<file path="src/rtl/instruction_loader_if.sv">
// Boot-loader bus bundle: UART byte stream in, instruction-memory write port
// and CPU fetch handover out.
interface instruction_loader_if #(
    parameter int ADDR_WIDTH = 16
);
    logic                  rx_valid;
    logic [7:0]            rx_data;
    logic                  reload;
    logic [ADDR_WIDTH-1:0] cpu_address;
    logic                  mem_write_enable;
    logic [ADDR_WIDTH-1:0] mem_address;
    logic [31:0]           mem_write_data;
    logic                  load_done;
    logic                  cpu_stall;
    logic                  load_error;

    modport slave (
        input  rx_valid, rx_data, reload, cpu_address,
        output mem_write_enable, mem_address, mem_write_data,
               load_done, cpu_stall, load_error
    );

    modport master (
        output rx_valid, rx_data, reload, cpu_address,
        input  mem_write_enable, mem_address, mem_write_data,
               load_done, cpu_stall, load_error
    );
endinterface

</file>
<file path="src/rtl/instruction_loader.sv">
// Boot-time instruction loader: packs big-endian UART bytes into words, writes
// them to consecutive addresses, then hands the memory address port to the CPU.
//
// state  | meaning
// HEADER | collecting the 4-byte word count N
// LOAD   | packing program words, one write per completed word
// DONE   | program written; CPU owns mem_address, stall released
// ERROR  | N exceeded MEM_SIZE; waits for reload or reset
module instruction_loader #(
    parameter int MEM_SIZE   = 20000,
    parameter int ADDR_WIDTH = 16
) (
    input  logic                 clk,
    input  logic                 rst_n,
    instruction_loader_if.slave  bus
);

    typedef enum logic [1:0] {HEADER, LOAD, DONE, ERROR} state_t;

    state_t                state;
    state_t                state_next;
    logic [1:0]            byte_cnt;
    logic [23:0]           shift_reg;
    logic [31:0]           remaining;
    logic [ADDR_WIDTH-1:0] wr_ptr;
    logic                  pending;
    logic [31:0]           wr_data;

    logic                  byte_in;
    logic                  word_end;
    logic                  write_now;
    logic [31:0]           word_in;

    // A byte arriving with reload is dropped; bytes are ignored once loading ended.
    assign byte_in   = bus.rx_valid && !bus.reload && (state == HEADER || state == LOAD);
    assign word_in   = {shift_reg, bus.rx_data};
    assign word_end  = byte_in && (byte_cnt == 2'd3);
    assign write_now = pending && !bus.reload;

    always_ff @(posedge clk or negedge rst_n) begin
        if (!rst_n) state <= HEADER;
        else        state <= state_next;
    end

    always_comb begin
        state_next = state;
        if (bus.reload) begin
            state_next = HEADER;
        end else begin
            case (state)
                HEADER: if (word_end) begin
                    if (word_in == 32'd0)                 state_next = DONE;
                    else if (word_in > 32'(MEM_SIZE))     state_next = ERROR;
                    else                                  state_next = LOAD;
                end
                LOAD:   if (write_now && remaining == 32'd1) state_next = DONE;
                default: state_next = state;
            endcase
        end
    end

    always_ff @(posedge clk or negedge rst_n) begin
        if (!rst_n) begin
            byte_cnt  <= 2'd0;
            shift_reg <= 24'd0;
            remaining <= 32'd0;
            wr_ptr    <= '0;
            pending   <= 1'b0;
            wr_data   <= 32'd0;
        end else if (bus.reload) begin
            byte_cnt  <= 2'd0;
            shift_reg <= 24'd0;
            wr_ptr    <= '0;
            pending   <= 1'b0;
        end else begin
            if (byte_in) begin
                byte_cnt  <= byte_cnt + 2'd1;
                shift_reg <= word_in[23:0];
            end
            if (state == HEADER && word_end) remaining <= word_in;
            if (state == LOAD && word_end) begin
                pending <= 1'b1;
                wr_data <= word_in;
            end
            // A new word needs 4 cycles, so a write never overlaps the next word_end.
            if (write_now) begin
                pending   <= 1'b0;
                wr_ptr    <= wr_ptr + 1'b1;
                remaining <= remaining - 32'd1;
            end
        end
    end

    assign bus.mem_write_enable = write_now;
    assign bus.mem_write_data   = wr_data;
    assign bus.mem_address      = (state == DONE) ? bus.cpu_address : wr_ptr;
    assign bus.load_done        = (state == DONE);
    assign bus.cpu_stall        = (state != DONE);
    assign bus.load_error       = (state == ERROR);

endmodule

</file>
<file path="src/flat_wrapper.sv">
// flat-port wrapper written by rule: the top's interface ports become plain ports
module instruction_loader_flat 
#(
    parameter int MEM_SIZE   = 20000,
    parameter int ADDR_WIDTH = 16
)
  (clk, rst_n, bus_rx_valid, bus_rx_data, bus_reload, bus_cpu_address, bus_mem_write_enable, bus_mem_address, bus_mem_write_data, bus_load_done, bus_cpu_stall, bus_load_error);
  instruction_loader_if #(.ADDR_WIDTH(ADDR_WIDTH)) bus_i ();
  input  logic clk;
  input  logic rst_n;
  input wire logic [$bits(bus_i.rx_valid)-1:0] bus_rx_valid;
  input wire logic [$bits(bus_i.rx_data)-1:0] bus_rx_data;
  input wire logic [$bits(bus_i.reload)-1:0] bus_reload;
  input wire logic [$bits(bus_i.cpu_address)-1:0] bus_cpu_address;
  output wire logic [$bits(bus_i.mem_write_enable)-1:0] bus_mem_write_enable;
  output wire logic [$bits(bus_i.mem_address)-1:0] bus_mem_address;
  output wire logic [$bits(bus_i.mem_write_data)-1:0] bus_mem_write_data;
  output wire logic [$bits(bus_i.load_done)-1:0] bus_load_done;
  output wire logic [$bits(bus_i.cpu_stall)-1:0] bus_cpu_stall;
  output wire logic [$bits(bus_i.load_error)-1:0] bus_load_error;
  assign bus_i.rx_valid = bus_rx_valid;
  assign bus_i.rx_data = bus_rx_data;
  assign bus_i.reload = bus_reload;
  assign bus_i.cpu_address = bus_cpu_address;
  assign bus_mem_write_enable = bus_i.mem_write_enable;
  assign bus_mem_address = bus_i.mem_address;
  assign bus_mem_write_data = bus_i.mem_write_data;
  assign bus_load_done = bus_i.load_done;
  assign bus_cpu_stall = bus_i.cpu_stall;
  assign bus_load_error = bus_i.load_error;
  instruction_loader #(.MEM_SIZE(MEM_SIZE), .ADDR_WIDTH(ADDR_WIDTH)) u_core (.clk(clk), .rst_n(rst_n), .bus(bus_i));
endmodule
</file>
<file path="config.mk">
export PLATFORM = sky130hd
export DESIGN_NAME = instruction_loader_flat
export DESIGN_NICKNAME = d
export VERILOG_FILES = /design/src/rtl/instruction_loader_if.sv /design/src/rtl/instruction_loader.sv /design/src/flat_wrapper.sv
export SDC_FILE = /design/constraint.sdc
export NUM_CORES = 1
export LEC_CHECK = 0
export CORE_ASPECT_RATIO = 0.9
export CORE_MARGIN = 1
export CORE_UTILIZATION = 30
export DETAILED_ROUTE_END_ITERATION = 8
export GPL_TIMING_DRIVEN = 0
export PLACE_DENSITY = 0.57
export SLEW_MARGIN = 20
export SYNTH_ARGS = -nofsm -noshare
export SYNTH_HDL_FRONTEND = slang
export SYNTH_SLANG_ARGS = --single-unit
</file>
<file path="constraint.sdc">
create_clock -name clk -period 2.9 [get_ports clk]
set_input_delay 0.87 -clock clk [delete_from_list [all_inputs] [get_ports clk]]
set_output_delay 0.87 -clock clk [all_outputs]
set_load 0.02 [all_outputs]
</file>
==> results.ini <==
[run_status]
status = completed

[die]
die_h_um = 129.4
dieArea_um2 = 18580
row_count = 46
initial_utilization = 0.3073
design.core.area_um2 = 17610
io_pins = 80
die_w_um = 143.6

[timing]
setup_slack_ns = 0.08546
finalSetupViolations = 0
finalHoldViolCount = 0
skew_ns = 0.007610
tightest_slew_ns = 0.7309
period_minus_slack_ns = 2.815
post-route-period-util = 0.9705
slew_headroom = 0.5082
clock.fmax_mhz = 355.3
rsz0062_at_grt = false
drv_slew = 0

[detailed_routing]
drt_iter0_drc = 516
wl_per_cell_um = 18.11
vias = 4487
drt-total-wl_um = 15180
vias_per_cell = 5.354
drc = 0
drtPass1Iterations = 5
antenna_left = 0

[critical_path]
required_ns = 2.03
r2r_cells = 7
slowest_stage = clkdlybuf4s50_1
cp-end-kind = primary output
timing.rr.start = u_core.remaining[0]
worst-setup-path-type = in2out
cp-startpoint = bus_reload
crit_buf_inv = 4
r2r_end = u_core.remaining[26]
cpPeakStageDelay_ns = 0.54
cp_top_family = buffers and inverters
crit_arrival_ns = 1.94
startpoint_type = primary input
rrSetupSlack_ns = 0.56
cp_cell_sequence = clkdlybuf4s50_1 -> nand2b_4 -> inv_2 -> buf_12 -> buf_4
path_max_fanout = 19

[clocking]
cts_tree = yes
htreeDepth = 3
clock_sinks = 109
clk_pin_slew_worst_paths_ns = 0.07
clk_latency_ns = 0.35
holdBufCountCts = 0
cts_buffers = 9
ctsLongestPathBuffers = 2
cts-root-buf = clkbuf_16

[grt]
grt_overflow = 0
grt_pass1_wl_um = 24160
antenna_found_initial = 0
track_usage = 0.1706
grt_max_degree = 82
grt_pass1_vias = 4407

[finish]
final_cells = 838
nets = 625
antennaDiodeCount = 0
layout-drive-gt1-share = 0.1656
fin_util = 0.3885
syn_to_final_growth_pct = 26.43
fillers = 1762
stdcell_area_um2 = 6842

[yosys]
synth_cells = 501
synth_area_um2 = 5411
synth_ff_type = dfrtp_1
yosysSeqAreaShare = 0.5040
async_reset_ff_frac = 1.000
synth_nets = 533
avgSynthCellArea_um2 = 10.80
synth-seq-cells = 109
synthDistinctLibCells = 63
synth_edf_count = 0
yosys_warnings = 0

[place]
dp.cells = 821
place_congestion = 0.8847
place_hpwl_um = 10880
place_ws_ns = -1.147
portBuffers = 79
placed_cell_area_um2 = 6531

[power]
finalPower_mw = 3.582
power_density_nw_per_um2 = 523.5
power.leakage_nw = 3.018
ir_drop_v = 0.0003414

[run]
maxCapViolCount = 0

[hold_path]
hp-class = in2async

## per-stage QoR
stage          TNS (ns)  hold slack, ns
2_1_floorplan         0          0.4486
3_3_place_gp    -359.30          0.4682
3_5_place_dp     -11.40          0.4754
4_1_cts               0          0.3890
5_1_grt               0          0.3992
6_report              0          0.3811
## final cells by class
class	count	area [um2]	area share
Tap cell	240	300.3	0.04389
Inverter	12	45.04	0.006584
Clock buffer	10	239.0	0.03493
Timing Repair Buffer	82	812.0	0.1187
Sequential cell	109	2728	0.3987
Multi-Input combinational cell	355	2525	0.3691
Buffer	24	145.1	0.02121
Clock inverter	6	47.55	0.006950
## repair_timing
item / 4_1_cts / 5_1_grt
pin swaps: 1 / 0
endpoints found under the setup margin: 19 / 5
setup buffers: 1 / 1
resized for setup: 29 / 2
## per-layer routing
layer / track usage / vias up / routed length [um]
met5: 0 / - / 0
met4: 0.05069 / 0 / 242
met3: 0.03326 / 16 / 809
met2: 0.2613 / 151 / 6800
met1: 0.2432 / 2271 / 7326
li1: - / 2049 / -
## logic make-up (layout without fill, tap and decap cells)
group                    Yosys count  in the layout  synth area share
XOR/XNOR                          14             14           0.02266
AND/OR/NAND/NOR                  180            180            0.1836
buffers and inverters             37            134           0.03214
AO/OA/AOI/OAI                    105            105            0.1410
multiplexers                      52             52            0.1073
adder cells (fa/ha/maj)            4              4          0.009249
flip-flops                       109            109            0.5040
## placed cells by master, fill, tap and decap left out, types with 7 or more instances in the layout
cell type	Yosys	layout
a21oi_1	20	20
a22o_1	25	25
a311oi_1	7	7
and3_1	8	8
buf_2	10	7
clkbuf_1	9	9
clkbuf_16	0	9
clkdlybuf4s50_1	0	61
dfrtp_1	109	109
dlygate4sd2_1	0	16
inv_1	12	11
mux2_2	42	42
nand2_1	31	31
nand3_1	12	12
nand4_1	10	10
nor2_1	53	52
nor3_1	16	16
nor4_1	10	10
o21ai_0	14	14
xor2_1	8	8
## power by group
| part | switching [mW] | leakage, nW | total, mW | internal [mW] |
|---|---|---|---|---|
| Combinational | 0.316 | 1.41 | 0.536 | 0.220 |
| Sequential | 0.202 | 1.47 | 1.85 | 1.65 |
| Clock | 0.584 | 0.139 | 1.20 | 0.613 |
| Total | 1.10 | 3.02 | 3.58 | 2.48 |
## worst max path at each step
stage	endpoint	slack (ns)	cells past startpoint
final	bus_mem_write_enable	0.09	5
after global routing	u_core.remaining[15]	0.01	6
after CTS	bus_mem_write_enable	0.0004	5
after detailed placement	bus_mem_write_enable	-1.15	6
after global placement	u_core.wr_ptr[10]	-3.22	1
after floorplan	bus_mem_write_enable	0.33	4
## worst reg2reg max path: stages, from the launching register on
cell and delay (ns):
dfrtp_1 0.46, inv_1 0.11, ha_1 0.20, nor3b_2 0.38, nand2_1 0.23, nor3_1 0.53
nor3b_1 0.27, nor3_1 0.06
## Yosys cell counts, drive strengths merged, types with 12 or more instances
library cell / n / share of area
o21ai: 17 / 0.016
nor3: 19 / 0.022
nor4: 17 / 0.031
nor2: 54 / 0.038
inv: 12 / 0.0083
mux2: 48 / 0.10
dfrtp: 109 / 0.50
nand2: 32 / 0.023
a22o: 25 / 0.040
a21oi: 20 / 0.018
buf: 16 / 0.018
nand3: 13 / 0.013
Note: power is estimated with default switching activity, not from simulation.
